File: src/rtl/up_bus_arbiter_pkg.sv
// Shared types and constants for the up_* register bus arbiter.
package up_bus_arbiter_pkg;

  typedef enum logic [1:0] {
    IDLE = 2'd0,
    BUSY = 2'd1,
    RESP = 2'd2
  } arb_state_e;

  // Ring order of request sources; bit 0 = read, bit 1 = requester index.
  typedef enum logic [1:0] {
    SRC_M0_W = 2'd0,
    SRC_M0_R = 2'd1,
    SRC_M1_W = 2'd2,
    SRC_M1_R = 2'd3
  } src_e;

  localparam int unsigned DATA_W             = 32;
  localparam int unsigned DEF_TIMEOUT_CYCLES = 64;
  localparam logic [31:0] DEF_ERR_DATA       = 32'hDEAD_DEAD;

  function automatic int unsigned tmo_cnt_width(input int unsigned cycles);
    return $clog2(cycles + 1);
  endfunction

endpackage

File: src/rtl/up_rr_pick4.sv
// Four-way round-robin picker: first eligible source after 'last' in ring order.
module up_rr_pick4 (
  input  logic [3:0] eligible,
  input  logic [1:0] last,
  output logic [1:0] grant_c,
  output logic       valid_c
);

  logic [1:0] idx;

  // Walk from farthest to nearest so the nearest eligible source wins.
  always_comb begin
    grant_c = last;
    valid_c = 1'b0;
    idx     = last;
    for (int off = 4; off >= 1; off--) begin
      idx = 2'(int'(last) + off);
      if (eligible[idx]) begin
        grant_c = idx;
        valid_c = 1'b1;
      end
    end
  end

endmodule

File: src/rtl/up_bus_arbiter.sv
// Two-requester round-robin arbiter for the up_* register bus with slave-ack timeout.
module up_bus_arbiter
  import up_bus_arbiter_pkg::*;
#(
  parameter int unsigned ADDR_WIDTH     = 14,
  parameter int unsigned TIMEOUT_CYCLES = DEF_TIMEOUT_CYCLES,
  parameter logic [31:0] ERR_DATA       = DEF_ERR_DATA
) (
  input  logic                  up_clk,
  input  logic                  up_rstn,
  input  logic                  m0_wreq,
  input  logic [ADDR_WIDTH-1:0] m0_waddr,
  input  logic [DATA_W-1:0]     m0_wdata,
  output logic                  m0_wack,
  input  logic                  m0_rreq,
  input  logic [ADDR_WIDTH-1:0] m0_raddr,
  output logic [DATA_W-1:0]     m0_rdata,
  output logic                  m0_rack,
  input  logic                  m1_wreq,
  input  logic [ADDR_WIDTH-1:0] m1_waddr,
  input  logic [DATA_W-1:0]     m1_wdata,
  output logic                  m1_wack,
  input  logic                  m1_rreq,
  input  logic [ADDR_WIDTH-1:0] m1_raddr,
  output logic [DATA_W-1:0]     m1_rdata,
  output logic                  m1_rack,
  output logic                  s_wreq,
  output logic [ADDR_WIDTH-1:0] s_waddr,
  output logic [DATA_W-1:0]     s_wdata,
  input  logic                  s_wack,
  output logic                  s_rreq,
  output logic [ADDR_WIDTH-1:0] s_raddr,
  input  logic [DATA_W-1:0]     s_rdata,
  input  logic                  s_rack,
  output logic [1:0]            up_timeout_err,
  input  logic                  up_err_clr
);

  localparam int unsigned CNT_W = tmo_cnt_width(TIMEOUT_CYCLES);
  localparam int unsigned NSRC  = 4;

  logic [NSRC-1:0]       pulse, pend_q, elig, clr_c;
  logic [ADDR_WIDTH-1:0] in_addr [NSRC];
  logic [ADDR_WIDTH-1:0] addr_q  [NSRC];
  logic [DATA_W-1:0]     in_data [2];
  logic [DATA_W-1:0]     data_q  [2];

  arb_state_e            state_q, state_d;
  logic [1:0]            grant_q, grant_d, last_q, last_d, pick_c;
  logic                  pick_valid_c, ack_match_c, expired_c;
  logic [CNT_W-1:0]      cnt_q, cnt_d;
  logic [ADDR_WIDTH-1:0] sel_addr_c, s_waddr_d, s_raddr_d;
  logic [DATA_W-1:0]     sel_data_c, s_wdata_d, rdata0_d, rdata1_d;
  logic                  s_wreq_d, s_rreq_d;
  logic [1:0]            wack_d, rack_d, err_set_c;

  assign pulse      = {m1_rreq, m1_wreq, m0_rreq, m0_wreq};
  assign in_addr[0] = m0_waddr;
  assign in_addr[1] = m0_raddr;
  assign in_addr[2] = m1_waddr;
  assign in_addr[3] = m1_raddr;
  assign in_data[0] = m0_wdata;
  assign in_data[1] = m1_wdata;

  assign elig  = pend_q | pulse;
  assign clr_c = (state_q == RESP) ? (NSRC'(1) << grant_q) : '0;

  // Same-cycle pulses bypass the capture registers so an idle bus grants immediately.
  assign sel_addr_c  = pend_q[pick_c] ? addr_q[pick_c]    : in_addr[pick_c];
  assign sel_data_c  = pend_q[pick_c] ? data_q[pick_c[1]] : in_data[pick_c[1]];
  assign ack_match_c = grant_q[0] ? s_rack : s_wack;
  assign expired_c   = (cnt_q == CNT_W'(TIMEOUT_CYCLES));

  up_rr_pick4 u_pick (
    .eligible (elig),
    .last     (last_q),
    .grant_c  (pick_c),
    .valid_c  (pick_valid_c)
  );

  // Request capture; a repeat pulse on a pending source keeps the first payload.
  always_ff @(posedge up_clk or negedge up_rstn) begin
    if (!up_rstn) begin
      pend_q <= '0;
      for (int i = 0; i < NSRC; i++) addr_q[i] <= '0;
      data_q[0] <= '0;
      data_q[1] <= '0;
    end else begin
      pend_q <= (pend_q | pulse) & ~clr_c;
      for (int i = 0; i < NSRC; i++) begin
        if (pulse[i] && !pend_q[i]) addr_q[i] <= in_addr[i];
      end
      if (m0_wreq && !pend_q[0]) data_q[0] <= m0_wdata;
      if (m1_wreq && !pend_q[2]) data_q[1] <= m1_wdata;
    end
  end

  always_comb begin
    state_d   = state_q;
    grant_d   = grant_q;
    last_d    = last_q;
    cnt_d     = cnt_q;
    s_wreq_d  = 1'b0;
    s_rreq_d  = 1'b0;
    s_waddr_d = s_waddr;
    s_raddr_d = s_raddr;
    s_wdata_d = s_wdata;
    wack_d    = 2'b00;
    rack_d    = 2'b00;
    rdata0_d  = m0_rdata;
    rdata1_d  = m1_rdata;
    err_set_c = 2'b00;
    case (state_q)
      IDLE: begin
        if (pick_valid_c) begin
          grant_d = pick_c;
          cnt_d   = '0;
          state_d = BUSY;
          if (pick_c[0]) begin
            s_rreq_d  = 1'b1;
            s_raddr_d = sel_addr_c;
          end else begin
            s_wreq_d  = 1'b1;
            s_waddr_d = sel_addr_c;
            s_wdata_d = sel_data_c;
          end
        end
      end
      BUSY: begin
        // A matching ack on the expiry cycle still counts as a normal completion.
        if (ack_match_c || expired_c) begin
          state_d = RESP;
          if (grant_q[0]) begin
            rack_d[grant_q[1]] = 1'b1;
            if (grant_q[1]) rdata1_d = ack_match_c ? s_rdata : ERR_DATA;
            else            rdata0_d = ack_match_c ? s_rdata : ERR_DATA;
          end else begin
            wack_d[grant_q[1]] = 1'b1;
          end
          if (!ack_match_c) err_set_c[grant_q[1]] = 1'b1;
        end else begin
          cnt_d = cnt_q + 1'b1;
        end
      end
      RESP: begin
        last_d  = grant_q;
        state_d = IDLE;
      end
      default: state_d = IDLE;
    endcase
  end

  always_ff @(posedge up_clk or negedge up_rstn) begin
    if (!up_rstn) begin
      state_q        <= IDLE;
      grant_q        <= '0;
      last_q         <= SRC_M1_R;
      cnt_q          <= '0;
      s_wreq         <= 1'b0;
      s_rreq         <= 1'b0;
      s_waddr        <= '0;
      s_raddr        <= '0;
      s_wdata        <= '0;
      m0_wack        <= 1'b0;
      m0_rack        <= 1'b0;
      m1_wack        <= 1'b0;
      m1_rack        <= 1'b0;
      m0_rdata       <= '0;
      m1_rdata       <= '0;
      up_timeout_err <= 2'b00;
    end else begin
      state_q        <= state_d;
      grant_q        <= grant_d;
      last_q         <= last_d;
      cnt_q          <= cnt_d;
      s_wreq         <= s_wreq_d;
      s_rreq         <= s_rreq_d;
      s_waddr        <= s_waddr_d;
      s_raddr        <= s_raddr_d;
      s_wdata        <= s_wdata_d;
      m0_wack        <= wack_d[0];
      m0_rack        <= rack_d[0];
      m1_wack        <= wack_d[1];
      m1_rack        <= rack_d[1];
      m0_rdata       <= rdata0_d;
      m1_rdata       <= rdata1_d;
      up_timeout_err <= up_err_clr ? 2'b00 : (up_timeout_err | err_set_c);
    end
  end

endmodule

File: config.mk
export PLATFORM = sky130hd
export DESIGN_NAME = up_bus_arbiter
export DESIGN_NICKNAME = d
export VERILOG_FILES = /design/src/rtl/up_bus_arbiter_pkg.sv /design/src/rtl/up_rr_pick4.sv /design/src/rtl/up_bus_arbiter.sv
export SDC_FILE = /design/constraint.sdc
export NUM_CORES = 1
export LEC_CHECK = 0
export BUFFER_PORTS_ARGS = -buffer_cell sky130_fd_sc_hd__buf_2
export CAP_MARGIN = 20
export CORE_ASPECT_RATIO = 0.75
export CORE_MARGIN = 2
export CORE_UTILIZATION = 45
export DETAILED_ROUTE_END_ITERATION = 6
export GPL_TIMING_DRIVEN = 1
export PLACE_DENSITY = 0.72
export SYNTH_ARGS = -nofsm -noshare
export SYNTH_HDL_FRONTEND = slang
export SYNTH_SLANG_ARGS = --single-unit
File: constraint.sdc
create_clock -name up_clk -period 2.31 [get_ports up_clk]
set_input_delay 0.3465 -clock up_clk [delete_from_list [all_inputs] [get_ports up_clk]]
set_output_delay 0.3465 -clock up_clk [all_outputs]
set_load 0.01 [all_outputs]
==> impl_results.md <==
* Status: finished with violations
* Post-DP Area at ~14000 um2
* Standard-cell row count at 51
* Count of input and output buffers at a little under 300
* Leakage at 7.06 nW
* Worst Path Arrival at ~2.7 ns
* Critical path's top delay family: multiplexers
* Final wirelength at 29300 um
* Grt ovf at 0
* Post-synthesis mux area share at 0.211
* Vias in the first global route at 8643
* Avg Vias per Cell at 5.37
* Most frequent cells in the layout: buf_2 (291), dfrtp_1 (267), nand2_1 (141)
* TritonCTS clock tree: done
* Level count of the clock H-tree at 1
* Synth Area in Compound Gates at 0.0921
* Prevailing post-synth register cell: dfrtp_1
* Distinct cell type count after synthesis at 44
* # fillers at 2132
* Pre-Repair DR Iteration Count at 5
* Syn nets at 1125
* Die W at 191 um
* Async set-reset flop share out of synthesis at 1.00
* Initial Util at 0.456
* Metal-1 WL at 13400 um
* Post-route cell area at around 15000 um2
* Path category of the worst min-delay check: input pin to register
* Final antenna-violating net count at 0
* Xor/xnor share of the synthesized area at 0.00372
* Clock tree buffer depth at 3
* Average wire per standard cell at 18.0 um
* IO Pins at ~290
* Die height at 144 um
* WHS at 0.0614 ns
* Clock sink count at 269
* Hold Fails Final Rpt at 0
* Critical-path cell list: buf_4, nor2_4, o32a_1, nor2_1, a221oi_4, mux2_8, buf_12, clkbuf_16, mux2i_1, o221ai_1
* Final Wtd Congestion at roughly 0.86
* Fmax at 428 MHz
* Failing checks: setup timing
* WS Path Type: register to register
* Detailed placement HPWL at roughly 20000 um
* Critical path buffer and inverter count at 3
* Endpoints failing setup at 4
* First-pass GRT wire length at 46200 um
* Clock Pin Slew Worst Setup and Hold Paths at 0.06 ns
* Initial antenna violation count at 3
* Root Buffer Master: clkbuf_16
* Slew margin rel. at 0.636
* Worst path slowest cell: mux2_8
* Die area at between 20000 and 30000 um2
* RSZ-0062 raised after global routing: yes
* # DRC at 0
* Nets at ~1400
* Final TNS setup at -0.0464 ns
* Syn Std Cell Area at 11800 um2
* Maximum capacitance violations at 0
* Seq/Total Area, Yosys at 0.572
* Tot GR Track Use at 0.210
* Worst Skew at a little over 0.01 ns
* CTS Buf Count at 27
* Synth warnings at 0
* Commonest non-fill, non-tap cell in the layout: buf_2
* Dominant cell type by area after synthesis: dfrtp_1
* Synth area leaders: dfrtp_1 (57%), mux2_2 (12%), mux2i_1 (9.2%)
* Pwr per Cell Area at 1470 nW/um2
* Crit Path Max Fanout at 8
* Pin count of the biggest net entering global routing at 69
* Top Layer Used: met5
* Crit path required time at about 2.7 ns
* Slew @ Worst Pin at approximately 0.55 ns
* Post-synth EDFFs at 0
* CP Capture Type: register
* Count of state elements after synthesis at 269
* Layout cells sized above 1 at 0.418
* CORE AREA at 25800 um2
* DR WL met3 at 2050 um
* Area grow syn2layout at 26.5%
* Fin crit share at 1.01
* Cells after synthesis at between 900 and 1000
* Adder-cell share of the synthesized area at 0.00212
* Worst skew pair latency at 0.53 ns
* Max VDD drop at around 0.85 mV
* DRT iter0 DRCs at 488
* Setup ws final at -0.0238 ns
* Via count at 8771
* Mapped Avg Cell Area at 12.2 um2
* Final min period at 2.33 ns
* Post-synthesis simple-gate area fraction at 0.0817
* Largest family of logic cells by synthesized area: multiplexers
* Final Max Slew Viols at 0
* CP peak stage delay at between 0.4 and 0.5 ns
* Worst setup SP type: register
* Yosys top cell area share at 0.567
* DR WL met2 at ~13000 um
-- routing by layer --
layer | GRT usage | vias to the layer above
li1 | - | 4077
met1 | 0.304 | 4359
met2 | 0.333 | 293
met3 | 0.0415 | 38
met4 | 0.0388 | 4
met5 | 0 | -
-- final cells by class --
cell class	instances	area, um2	area share
inverters	9	33.8	0.00227
clock inverters	6	86.3	0.00579
flip-flops and latches	269	6730	0.452
diodes	1	2.50	0.000168
repair buffers	344	2070	0.139
well taps	344	430	0.0289
clock buffers	42	822	0.0552
multi-input cells	618	4720	0.317
-- power breakdown --
part	internal (W)	switching, W
clock	0.00266	0.00181
sequential	0.00687	0.00110
combinational	0.00456	0.00498
-- cell families after synthesis --
logic type      Yosys count
mux                     232
buf+inv                  75
compound gates          158
xor+xnor                  5
fa+ha+maj                 2
simple gates            221
flops                   269
-- cell usage after synthesis (2+ instances only) --
library cell	number
dfrtp_1	267
and2_1	2
a31oi_1	19
o211ai_1	14
xor2_1	3
buf_12	9
a21oi_1	3
clkbuf_4	2
nor4b_1	14
clkbuf_1	46
inv_1	7
o221ai_1	47
o21ai_1	51
mux2_2	123
ha_1	2
nand2_1	144
inv_2	2
mux2i_1	108
dfstp_2	2
and3_1	2
nand3_1	3
o21ai_0	16
nor2_1	41
nor2b_1	3
nand2b_1	6
buf_1	5
xnor2_1	2
buf_2	3
-- registers in the layout, indices dropped and copies added (netlist names) --
signal	count
addr_q	56
cnt_q	7
data_q	64
grant_q	2
last_q	2
m0_rack	1
m0_rdata	32
m0_wack	1
m1_rack	1
m1_rdata	32
m1_wack	1
pend_q	4
s_raddr	14
s_rreq	1
s_waddr	14
s_wdata	32
s_wreq	1
state_q	2
up_timeout_err	2
-- repair_timing --
action | CTS | global route
cloned | 0 | 1
pin swaps | 1 | 10
hold buffers | 2 | 0
setup buffers | 1 | 1
endpoints found under the setup margin | 42 | 60
endpoints found under the hold margin | 60 | 0
resized for setup | 7 | 13
-- worst paths after layout --
path	from	to	slack (ns)	cells past startpoint
max	pend_q[1]	s_waddr[10]	-0.02	10
min	s_rdata[8]	m0_rdata[8]	0.06	3
max reg2reg	pend_q[1]	s_waddr[10]	-0.02	10
min reg2reg	m1_rdata[0]	m1_rdata[0]	0.48	2
max in group asynchronous	up_rstn	m1_rdata[10]	1.25	3
min in group asynchronous	up_rstn	s_raddr[9]	0.37	2
-- stage by stage --
step                utilization  setup slack, ns  instances  power [W]
global placement          0.534           -0.142       1579     0.0169
floorplan                     -           0.0327        962     0.0144
finish                    0.577          -0.0238       1633     0.0220
global route              0.577           -0.133       1633     0.0235
CTS                       0.572          -0.0235       1630     0.0219
detailed placement        0.534           -0.248       1579     0.0173
-- worst reg2reg max path, cell delays in order, from the launching register on --
cell	delay, ns
dfrtp_1	0.38
buf_4	0.15
nor2_4	0.12
o32a_1	0.16
nor2_1	0.06
a221oi_4	0.24
mux2_8	0.46
buf_12	0.15
clkbuf_16	0.16
mux2i_1	0.17
o221ai_1	0.13
Note: power is estimated with default switching activity, not from simulation.
